File: src/rtl/click_decoder.sv
// click_decoder: groups debounced press pulses into click-count events.
// Optional CLICK_DECODER_OVERWRITE_EN: newest event replaces a pending one.
module click_decoder #(
  parameter int WINDOW_COUNTER_WIDTH = 26,
  parameter int CLICK_WINDOW = 37_500_000,
  parameter int MAX_CLICKS = 3
) (
  input  logic       clk,
  input  logic       reset_n,
  input  logic       press,
  output logic       event_valid,
  output logic [2:0] event_count,
  input  logic       event_ready,
  output logic       overflow
);

  localparam int W = WINDOW_COUNTER_WIDTH;
  localparam logic [W-1:0] T_LAST = W'(CLICK_WINDOW - 1);
  localparam logic [2:0] MAX_C = 3'(MAX_CLICKS);

  typedef enum logic {
    IDLE,
    COLLECT
  } state_t;

  state_t       state, state_n;
  logic [2:0]   cnt, cnt_n;
  logic [W-1:0] timer, timer_n;
  logic         valid_n;
  logic [2:0]   count_n;
  logic         ovf_n;
  logic         done;
  logic [2:0]   done_cnt;
  logic         free;
  logic [2:0]   cnt_inc;

  assign cnt_inc = cnt + 3'd1;
  assign free = !event_valid || event_ready;

  // State, group tracking and output register update
  always_ff @(posedge clk) begin
    if (!reset_n) begin
      state       <= IDLE;
      cnt         <= '0;
      timer       <= '0;
      event_valid <= 1'b0;
      event_count <= '0;
      overflow    <= 1'b0;
    end else begin
      state       <= state_n;
      cnt         <= cnt_n;
      timer       <= timer_n;
      event_valid <= valid_n;
      event_count <= count_n;
      overflow    <= ovf_n;
    end
  end

  // Group collection, completion and handoff to the output register
  always_comb begin
    state_n  = state;
    cnt_n    = cnt;
    timer_n  = timer;
    done     = 1'b0;
    done_cnt = '0;
    valid_n  = event_valid;
    count_n  = event_count;
    ovf_n    = 1'b0;

    unique case (state)
      IDLE: begin
        if (press) begin
          cnt_n   = 3'd1;
          timer_n = '0;
          state_n = COLLECT;
        end
      end
      COLLECT: begin
        if (press) begin
          cnt_n   = cnt_inc;
          timer_n = '0;
          if (cnt_inc == MAX_C) begin
            done     = 1'b1;
            done_cnt = cnt_inc;
          end
        end else if (timer == T_LAST) begin
          done     = 1'b1;
          done_cnt = cnt;
        end else begin
          timer_n = timer + 1'b1;
        end
      end
      default: state_n = IDLE;
    endcase

    if (done) begin
      state_n = IDLE;
      cnt_n   = '0;
      timer_n = '0;
    end

    if (done && free) begin
      valid_n = 1'b1;
      count_n = done_cnt;
    end else if (done) begin
      ovf_n = 1'b1;
`ifdef CLICK_DECODER_OVERWRITE_EN
      count_n = done_cnt;
`else
      count_n = event_count;
`endif
    end else if (event_valid && event_ready) begin
      valid_n = 1'b0;
    end
  end

endmodule

File: config.mk
export PLATFORM = sky130hd
export DESIGN_NAME = click_decoder
export DESIGN_NICKNAME = d
export VERILOG_FILES = /design/src/rtl/click_decoder.sv
export SDC_FILE = /design/constraint.sdc
export NUM_CORES = 1
export LEC_CHECK = 0
export CAP_MARGIN = 40
export CORE_ASPECT_RATIO = 0.9
export CORE_MARGIN = 5
export CORE_UTILIZATION = 50
export CTS_BUF_LIST = sky130_fd_sc_hd__clkbuf_4 sky130_fd_sc_hd__clkbuf_8
export CTS_CLUSTER_DIAMETER = 50
export DETAILED_ROUTE_END_ITERATION = 12
export PLACE_DENSITY_LB_ADDON = 0.25
export SYNTH_ARGS = -nofsm -noshare
export SYNTH_HDL_FRONTEND = slang
export SYNTH_SLANG_ARGS = --single-unit
export TNS_END_PERCENT = 10
File: constraint.sdc
create_clock -name clk -period 3.3 [get_ports clk]
set_clock_uncertainty 0.05 [all_clocks]
set_input_delay 0.66 -clock clk [delete_from_list [all_inputs] [get_ports clk]]
set_output_delay 0.66 -clock clk [all_outputs]
set_load 0.02 [all_outputs]
==> flow_summary.yaml <==
routing:
  drtIter0Drc: 154
  avgRoutedWirePerCell_um: 14.6
  vias_per_cell: 6.12
  drc: 0
  firstDrtPassIters: 4
  wirelength_um: 4080
  vias: 1713
  ant_nets: 0
sta:
  relSlewSlack: 0.470
  slew_viol_final: 0
  hold_slack_ps: 418
  fin_ws_ps: 820
  worst_pin_slew_ps: 788
  fin_tns_setup_ps: 0
  finalCritPeriodShare: 0.752
  min_period_ps: 2480
  max_freq_mhz: 403
  finalSetupViolations: 0
  hold_viol_final: 0
  rsz0062_at_grt: "no"
cells_and_area:
  regArea_um2: 701
  nNetsFinal: 244
  num-fill-cells: 308
  multi_input_area_um2: 1060
  drive_above_1_share: 0.0381
  insertedDiodeCount: 0
  layout_common_cells: "dfxtp_1, nand2_1, a21oi_1, o21ai_0, nor2_1"
  areaGrowthSynthToFinish_pct: 9.89
  instances_no_fill: 280
  final_common_cell: "dfxtp_1"
die:
  die_area_um2: 4980
  boundaryPins: 9
  dieWidth_um: 73.8
  die_h_um: 67.5
  start_util: 0.531
  core-area_um2: 3450
  rows: 20
critical_path:
  cp_slowest_cell: "or4_1"
  crit_top_cell: "nand2_1"
  cp_max_fo: 22
  timing.rr.start: "timer[15]"
  max_stage_delay_ps: 600
  required_ps: 3490
  cp.arrival_ps: 2670
  end_kind: "flop"
  cp_num_buf_inv: 2
  crit_path_cell_trace: "clkdlybuf4s50_1 -> inv_1 -> nand2_1 -> a21o_1 -> or4_1 -> nand2_1"
  cp-start-kind: "primary input"
  crit_family: "simple AND/OR/NAND/NOR gates"
  critPathKind: "in2reg"
  cp-startpoint: "press"
synth:
  synth_top_area_share: 0.382
  synth_area_per_cell_um2: 7.94
  synth_cell_types: 34
  syn_area_um2: 1830
  synth_fa_ha_area_frac: 0.0205
  yosys.area.top_type: "dfxtp_1"
  synthArstFlopShare: 0
  yosysWarnings: 0
  synth_mux_area_frac: 0.0218
  synth_top_family_by_area: "simple AND/OR/NAND/NOR gates"
  yosys_register_bits: 35
  synthCells: 231
  synth_xor_xnor_area_share: 0.0286
  synth-simple-area-share: 0.331
  synth.area.top_cells: "dfxtp_1, a21oi_1, o21ai_0"
  yosysSeqAreaShare: 0.382
  synth_edf_count: 0
  synthesis.nets: 238
  synth_ff_type: "dfxtp_1"
  synth_compound_area_frac: 0.177
clocking:
  cts.sinks: 35
  hold_buffers: 0
  htreeDepth: 2
  cts_resized: 0
  clk_pin_slew_worst_paths_ps: 60
  worst_skew_pair.late_latency_ps: 290
  tritoncts: "built"
  cts_buffers: 5
  cts_root_buf: "clkbuf_8"
  post_cts_buffers: 0
  clk_path_buf_depth: 2
place:
  port_buffers: 8
  dpl_worst_slack_ps: 542
  hpwlAfterDp_um: 2870
  place_congestion: 0.860
  dp_cells: 274
global_route:
  antenna_found_initial: 0
  grt_max_degree: 24
  grt_pass1_vias: 1484
  grt_use_total: 0.190
  grt_overflow: 0
  grt_first_pass_wirelength_um: 7200
outcome:
  status: "completed"
hold_path:
  hp-class: "reg2reg"
  hp-start: "event_count[2]"
pwr:
  p_leak_uw: 0.000616
  p_per_area_nw_per_um2: 372
  p_total_uw: 750
  ir_worst_vdd_mv: 0.251
run:
  maxCapViolations: 0
[stage by stage]
| stage | area (µm²) | utilization |
|---|---|---|
| after floorplan | 1830 | - |
| after global placement | 1940 | 0.562 |
| after detailed placement | 1940 | 0.562 |
| after CTS | 2020 | 0.584 |
| after global routing | 2020 | 0.584 |
| final | 2020 | 0.584 |
[report_power, final]
group	switching [µW]	leakage (µW)	total, µW	internal (µW)
sequential	5.48	0.000283	431	426
combinational	19.6	0.000293	29.9	10.3
clock	140	0.0000406	289	149
[sequential cells by signal (all words and copies together), names as in the netlist]
register / count
event_count: 3
event_valid: 1
overflow: 1
timer: 26
cnt: 3
state: 1
[tightest hold or removal path: stages, from the launching register on]
cell,delay (ps)
dfxtp_1,310
nand2_1,50
o21ai_0,60
[cells in the mapped netlist, drive strengths merged (6+ instances only)]
cell	number
nor4	9
nand3	9
or4	10
a21oi	20
nor2	14
inv	9
clkbuf	9
o211ai	6
dfxtp	35
nand2	24
nand4	12
or3	12
o21ai	18
[layer usage]
| metal | wire (µm) | global-route usage |
|---|---|---|
| met4 | 82 | 0.0905 |
| met5 | 0 | 0 |
| met1 | 2010 | 0.274 |
| met3 | 291 | 0.0432 |
| met2 | 1690 | 0.265 |
[final timing paths]
| path | end | slack [ps] | depth (start not counted) |
|---|---|---|---|
| max | timer[19] | 820 | 6 |
| min | event_count[2] | 420 | 2 |
| max reg2reg | event_count[2] | 850 | 5 |
| min reg2reg | event_count[2] | 420 | 2 |
[area by class of cell]
| type | count | share of cell area |
|---|---|---|
| multi-input cells | 177 | 0.527 |
| flip-flops and latches | 35 | 0.348 |
| repair buffers | 9 | 0.0435 |
| clock buffers | 6 | 0.0379 |
| well taps | 44 | 0.0273 |
| inverters | 9 | 0.0168 |
[cell families after synthesis]
kind of cell,Yosys count
XOR/XNOR,6
flip-flops,35
adder cells (fa/ha/maj),3
AND/OR/NAND/NOR,109
AO/OA/AOI/OAI,55
buffers and inverters,19
multiplexers,4
No activity file was read; power rests on OpenSTA's default activity.
